File: src/rtl/se_arbiter.sv
// se_arbiter: round-robin lock of one MAC search engine across NPORT frame processors.
// Latency: req_in -> grant 1 cycle, -> se_req 2 cycles; ack/nak/result return path is combinational.
// Backpressure: owner holds the engine until its req drops, others wait; `SE_ARB_TIMEOUT_EN adds a watchdog nak.
module se_arbiter #(
  parameter int NPORT  = 4,
  parameter int MAC_W  = 48,
  parameter int HASH_W = 10,
  parameter int RES_W  = 16
`ifdef SE_ARB_TIMEOUT_EN
  ,
  parameter int TIMEOUT = 255
`endif
) (
  input  logic                     clk,
  input  logic                     rstn,
  input  logic [NPORT-1:0]         req_in,
  input  logic [NPORT-1:0]         source_in,
  input  logic [NPORT*MAC_W-1:0]   mac_in,
  input  logic [NPORT*HASH_W-1:0]  hash_in,
  input  logic [NPORT*16-1:0]      pmap_in,
  output logic [NPORT-1:0]         ack_out,
  output logic [NPORT-1:0]         nak_out,
  output logic [RES_W-1:0]         result_out,
  output logic [NPORT-1:0]         grant,
  output logic                     se_req,
  output logic                     se_source,
  output logic [MAC_W-1:0]         se_mac,
  output logic [HASH_W-1:0]        se_hash,
  output logic [15:0]              se_portmap,
  input  logic                     se_ack,
  input  logic                     se_nak,
  input  logic [RES_W-1:0]         se_result,
  output logic                     timeout
);

  localparam int PTR_W = (NPORT > 1) ? $clog2(NPORT) : 1;

  typedef enum logic [1:0] {IDLE, GRANT, RELEASE} state_t;

  state_t           state;
  logic [PTR_W-1:0] rr_ptr;
  logic [PTR_W-1:0] owner;
  logic [PTR_W-1:0] pick;
  logic [PTR_W-1:0] cand;
  logic             pick_vld;
  logic             in_grant;

  assign in_grant = (state == GRANT);

  // Search requesters starting just after the previous owner; first hit wins.
  always_comb begin
    pick     = '0;
    pick_vld = 1'b0;
    cand     = '0;
    for (int i = 1; i <= NPORT; i++) begin
      cand = PTR_W'((int'(rr_ptr) + i) % NPORT);
      if (!pick_vld && req_in[cand]) begin
        pick     = cand;
        pick_vld = 1'b1;
      end
    end
  end

  // Ownership FSM: grant in IDLE, register the owner's request fields in GRANT,
  // and insert one RELEASE cycle so the engine always sees se_req low between owners.
  always_ff @(posedge clk or negedge rstn) begin
    if (!rstn) begin
      state      <= IDLE;
      rr_ptr     <= PTR_W'(NPORT - 1);
      owner      <= '0;
      grant      <= '0;
      se_req     <= 1'b0;
      se_source  <= 1'b0;
      se_mac     <= '0;
      se_hash    <= '0;
      se_portmap <= '0;
    end else begin
      case (state)
        IDLE: begin
          if (pick_vld) begin
            owner <= pick;
            grant <= NPORT'(1) << pick;
            state <= GRANT;
          end
        end
        GRANT: begin
          if (req_in[owner]) begin
            se_req     <= 1'b1;
            se_source  <= source_in[owner];
            se_mac     <= mac_in[owner*MAC_W +: MAC_W];
            se_hash    <= hash_in[owner*HASH_W +: HASH_W];
            se_portmap <= pmap_in[owner*16 +: 16];
          end else begin
            se_req <= 1'b0;
            grant  <= '0;
            rr_ptr <= owner;
            state  <= RELEASE;
          end
        end
        RELEASE: state <= IDLE;
        default: state <= IDLE;
      endcase
    end
  end

`ifdef SE_ARB_TIMEOUT_EN
  logic [7:0] wd_cnt;
  logic       wd_hit;

  assign wd_hit  = in_grant && (wd_cnt == 8'(TIMEOUT));
  // A real response in the same cycle takes precedence over the forced nak.
  assign timeout = wd_hit & ~se_ack & ~se_nak;

  // Count silent engine cycles while the owner's request is presented.
  always_ff @(posedge clk or negedge rstn) begin
    if (!rstn) begin
      wd_cnt <= '0;
    end else if (!in_grant || se_ack || se_nak || wd_hit) begin
      wd_cnt <= '0;
    end else if (se_req) begin
      wd_cnt <= wd_cnt + 8'd1;
    end
  end
`else
  assign timeout = 1'b0;
`endif

  // Responses reach only the current owner and only while the lock is held.
  always_comb begin
    ack_out    = grant & {NPORT{se_ack & in_grant}};
    nak_out    = grant & {NPORT{in_grant & ~se_ack & (se_nak | timeout)}};
    result_out = se_result;
  end

endmodule

File: config.mk
export PLATFORM = sky130hd
export DESIGN_NAME = se_arbiter
export DESIGN_NICKNAME = d
export VERILOG_FILES = /design/src/rtl/se_arbiter.sv
export SDC_FILE = /design/constraint.sdc
export NUM_CORES = 1
export LEC_CHECK = 0
export CAP_MARGIN = 30
export CORE_AREA = 2 2 167 169
export CTS_CLUSTER_DIAMETER = 60
export DETAILED_ROUTE_END_ITERATION = 16
export DIE_AREA = 0 0 169 171
export SYNTH_ARGS = -nofsm -noshare
export SYNTH_HDL_FRONTEND = slang
export SYNTH_SLANG_ARGS = --single-unit
File: constraint.sdc
create_clock -name clk -period 2.5 [get_ports clk]
set_input_delay 0.375 -clock clk [delete_from_list [all_inputs] [get_ports clk]]
set_output_delay 0.375 -clock clk [all_outputs]
set_load 0.01 [all_outputs]
Word-level counts from Yosys, hierarchy flattened
Index checks and enable logic that the tools add are counted.

Shift-type cells: 4. Add/sub/neg operators: 4. Multiply operators: 2. Bitwise operators: 7. Eq/ne operators: 3. Mux-type cells: 27. Reduce and logical (&&, ||, !) cells: 13. Order comparisons: 5.

Operators by type and width (count): 192-bit by 9-bit indexed part select with 48-bit output (1); 64-bit by 7-bit indexed part select with 16-bit output (1); 40-bit by 7-bit indexed part select with 10-bit output (1); 2-bit by 3-bit < comparator with 1-bit output (second input constant) (5); 1-bit binary-select mux with 2-bit select (6); 2-bit two-way mux (6); 1-bit two-way mux (11); 4-bit bitwise AND (2); 4-bit two-way mux (2); 4-bit case mux with 2 select lines (1); 2-bit AND reduction (4); 2-bit by 3-bit multiplier with 5-bit output (second input constant) (1); 2-bit by 1-bit adder with 2-bit output (second input constant) (2); 2-bit adder (second input constant) (2); 2-bit by 2-bit multiplier with 4-bit output (second input constant) (1); 2-bit != test (second input constant) (2); 2-bit case mux with 2 select lines (1); 1-bit by 2-bit << shifter with 4-bit output (first input constant) (1); 1-bit bitwise AND (3); 1-bit logical AND (3); 1-bit zero test (3); 3-bit AND reduction (1); 2-bit by 1-bit == test with 1-bit output (second input constant) (1); 2-bit zero test (1); 2 further kinds (3).

Output and inout port bits: 105. Bits of input ports: 324. Register bits: 86.

Logic depth before layout (Yosys ltp)
Depth after elaboration: 16. Gate-level depth with buffers: 6.

Least setup slack after synthesis
Ideal clock, no wire load.

Path type: register to register. From: register owner[1]. To: register se_mac[30]. Arrival time: 1.666 ns. Library setup time: 0.125 ns. Path slack: 0.710 ns. Stages on the path, launching flop included: 7. Cells stage by stage: dfrtp_1 -> buf_6 -> mux4_2 -> nand2_2 -> buf_8 -> buf_8 -> mux2_2.

Longest elaborated chain between the ends: 3. Elaborated cells on any way between the ends: 5. Classes of those cells: 1 x mul; 1 x shift; 2 x mux; 1 x reduce/logical.

RTL lines: start: declaration (RTL line 42) `logic [PTR_W-1:0] owner;`; start signal: assignment (RTL line 81) `owner <= pick;`; branches (longest 3 deep; another with 2-bit by 2-bit multiplier with 4-bit output); end signal: assignment (RTL line 90) `se_mac <= mac_in[owner*MAC_W +: MAC_W];`; end: declaration (RTL line 27) `output logic [MAC_W-1:0] se_mac,`.

Several ways; the timed one is not identified. The select of a mux whose other input is x is not followed. A chain may end at the register's enable or synchronous reset.

Worst setup path in the final report
From: register state[1]. To: output port nak_out[1].

Longest elaborated chain between the ends: 4.

RTL lines: start: declaration (RTL line 40) `state_t state;`; start signal: assignment (RTL line 68) `state <= IDLE;`; start signal: assignment (RTL line 83) `state <= GRANT;`; start signal: assignment (RTL line 97) `state <= RELEASE;`; 2-bit by 1-bit == test with 1-bit output (RTL line 48) `assign in_grant = (state == GRANT);`; 1-bit bitwise AND (2 in a row) (RTL line 131) `nak_out = grant & {NPORT{in_grant & ~se_ack & (se_nak | timeout)}};`; 4-bit bitwise AND (RTL line 131); end: declaration (RTL line 22) `output logic [NPORT-1:0] nak_out,`.

Every way passes these cells.

==> metrics list <==
- Run status: finished, final reports clean
- WL final: 19500 um
- The tool flagged a number of max-cap violations equal to 0.
- Number of antenna violations at the first check in global routing: 0
* Hold Path Class: in2async
- Number of I/O pins: 429
- CTS root buf: clkbuf_16
* Most instantiated library cell after synthesis: dfrtp_1
- Critical Path AT: 1.94 ns
- Area of the mapped netlist: 5350 um2
- Fillers: 2700
- In this run the tool buffered the top-level ports with 395 buffer cells.
* Area fraction of the dominant cell type after synthesis: 39.3%
- Averaged over all synthesized cells, the footprint is 16.1 um2.
- The first TritonRoute pass finished after 4 iterations.
- Ant. Diodes: 0
* Total count of max-transition violations in the final report: 0
- Summing over every cut layer, the via total after detailed routing is 4552.
* Kind of end point of the critical path: primary output
- TritonCTS clock tree: yes
- Number of DRC violations after detailed routing: 0
- Entering global routing, the biggest net connects 78 pins.
* Number of antenna-violating nets in the routed design: 0
* Number of DRC markers in iteration 0: 128
- Critical Path Slowest Stage Cell: clkdlybuf4s50_1
* GRT overflow: 0
- Worst R2R Start: owner[0]$_DFFE_PN0P_
* Die Outline Area: 28900 um2
- Via count of the first global-routing pass: 4749
* Half-perimeter wire length of the detailed placement result: 15500 um
- Startpoint of the worst setup timing path: state[1]$_DFFE_PN0P_
* Global-route wire length before repair: 27700 um
- Yosys printed 0 warnings.
- Via density: 4.32
* Commonest cells in the synthesized netlist: dfrtp_1, mux4_2, mux2_2
* Share of synthesized area occupied by flip-flops and latches: 40.3%
* Met2 demand-to-capacity share in global routing: 22.3%
* Num CTS Buffers: 9
- Setup repair after global routing missed its margin: no
* Clock Path Buffers: 2
* Highest attainable clock frequency: 432 MHz
* Synth area leaders: dfrtp_1, mux4_2, mux2_2
* Setup TNS: 0 ns
* Power density over cell area: 1030 nW/um2
- After routing the design area is 9910 um2.
* Share of flip-flops with an asynchronous set or reset after synthesis: 100%
- Top_reg_cell synth: dfrtp_1
- Across every metal layer, demand over resource in global routing totals 12.8%.
- Maximum cell stage delay along the critical path: 0.54 ns
- Counting flops with a built-in enable in the synthesized netlist gives 0.
- H-tree Lvls: 3
* Leakage power total: 3.75 nW
- Synthesized flop and latch total: 86
- Traced cell by cell, the critical path runs through nand2b_1 -> nor3b_2 -> and2_1 -> clkdlybuf4s50_1.
- Relative to the synthesized area, the layout overhead comes to 85.1%.
* Core Region: 27300 um2
- When the netlist entered floorplanning its net count stood at 656.
* Met3 routing resource usage after global routing: 4.35%
- Library cell with the largest summed area after synthesis: dfrtp_1
- In the global route stage, met1 resource usage came out at 14.9%.
- WL per Instance: 18.5 um
- Path type of the worst setup path: reg2out
- Number of instances in the synthesized netlist: 332
- STA classifies the critical path startpoint as a flip-flop.
- Share of the clock period used by the worst path: 92.5%
- The layer flagged by global routing as most heavily used is met2.
- Number of cells traversed by the worst register-to-register path: 4
* Cell area after placement: 9570 um2
- The worst-case IR drop observed on VDD is 0.000471 V.
* Routability Congestion: 0.755
* Die outline width: 169 um
- Setup violations remaining at the end of the flow were counted as 0.
* Number of placement rows: 61
* # nets final: 1027
- Once the floorplan was initialized, standard cells occupied 19.6% of the core.
- The later pin in the worst-skew pair is clocked with a latency of 0.34 ns.
- After clock tree synthesis, the clock-pin slew on the worst setup and hold paths is 0.07 ns.
* Clock skew: 0.00756 ns
- Vert. Die Dim: 171 um
* Share of cells above drive strength 1: 25.9%
- Of all nets on the critical path, the largest fanout is 4.
- Counting every sink on the clock net gives 86.
* Final hold vios: 0
- Measured on the finished design, the core utilization comes to 36.3%.
- Clock period minus worst slack: 2.31 ns
* WP data required: 2.12 ns
* Number of unique standard cell types used by synthesis: 36
[report_power, final]
part           internal, W  switching [W]
Sequential         0.00217       0.000488
Combinational      0.00375        0.00227
Clock             0.000900       0.000579
[layout make-up]
cell class / instances / area [um2] / share of cell area [%]
timing repair buffer: 405 / 4100 / 41.4
multi-input combinational: 200 / 2880 / 29.1
inverter: 1 / 3.75 / 0.0379
clock inverter: 5 / 83.8 / 0.846
tap: 346 / 433 / 4.37
sequential: 86 / 2160 / 21.8
clock buffer: 10 / 239 / 2.41
[worst max-delay path: cells and delay by family (launching register included)]
kind / cells / cell delay (ns)
AND/OR/NAND/NOR: 3 / 0.67
buffers and inverters: 1 / 0.54
flip-flops: 1 / 0.40
[flip-flops by register name, summed over array words and instances, names as in the netlist]
name,flops
se_req,1
se_mac,48
grant,4
se_hash,10
se_portmap,16
state,2
owner,2
se_source,1
rr_ptr,2
[per-stage QoR]
| stage | cells | power, W | setup WS (ns) | hold slack, ns |
|---|---|---|---|---|
| finish | 1053 | 0.0102 | 0.187 | 0.438 |
| global route | 1053 | 0.0108 | 0.0722 | 0.444 |
| CTS | 1053 | 0.0104 | 0.0617 | 0.414 |
| detailed placement | 1037 | 0.00883 | 0.175 | 0.238 |
| global placement | 1037 | 0.00881 | 0.201 | 0.238 |
| floorplan | 332 | 0.00616 | 0.710 | 0.0794 |
[worst paths after layout]
path                                              endpoint  slack [ns]
worst max-delay path                            nak_out[1]        0.19
worst min-delay path            se_portmap[10]$_DFFE_PN0P_        0.44
worst max register to register       se_mac[4]$_DFFE_PN0P_        0.53
worst min register to register          se_req$_DFFE_PN0N_        0.49
max in group asynchronous            rr_ptr[1]$_DFFE_PN1P_        1.42
min in group clk                        se_req$_DFFE_PN0N_        0.49
[per-layer routing]
| layer | share of wire [%] | wire, um |
|---|---|---|
| met5 | 0.026 | 5 |
| met4 | 1.3 | 244 |
| met3 | 9.1 | 1780 |
| met2 | 51 | 9880 |
| met1 | 39 | 7580 |
[cell usage in the layout, fill, tap and decap left out, types with 2 or more instances in the layout]
cell and n:
a21oi_1 3, a22o_1 2, and2_1 4, and3_1 4, buf_12 6, buf_4 4, bufinv_16 2, clkbuf_16 9
clkdlybuf4s50_1 394, clkinvlp_4 2, dfrtp_1 82, dfrtp_4 2, dfstp_2 2, mux2_1 2, mux2_2 75, mux4_2 76
nand2_1 6, nand2b_1 4, nor2_1 3, nor2b_1 3, o2bb2ai_1 2
[what timing repair did]
item,CTS,global route
endpoints found under the hold margin,9,0
resized for setup,0,1
endpoints found under the setup margin,0,4
buffers inserted,0,0
hold buffers,1,0
[cell families (layout without fill, tap and decap cells)]
kind of cell | count (synthesis) | after routing | share of synthesized area (%)
flops | 86 | 86 | 40.3
other cells | 1 | 1 | 0.0701
compound gates | 14 | 14 | 1.94
buf+inv | 46 | 421 | 6.08
simple gates | 31 | 31 | 3.25
mux | 154 | 154 | 48.4
Power figures use the tool's default switching activity.
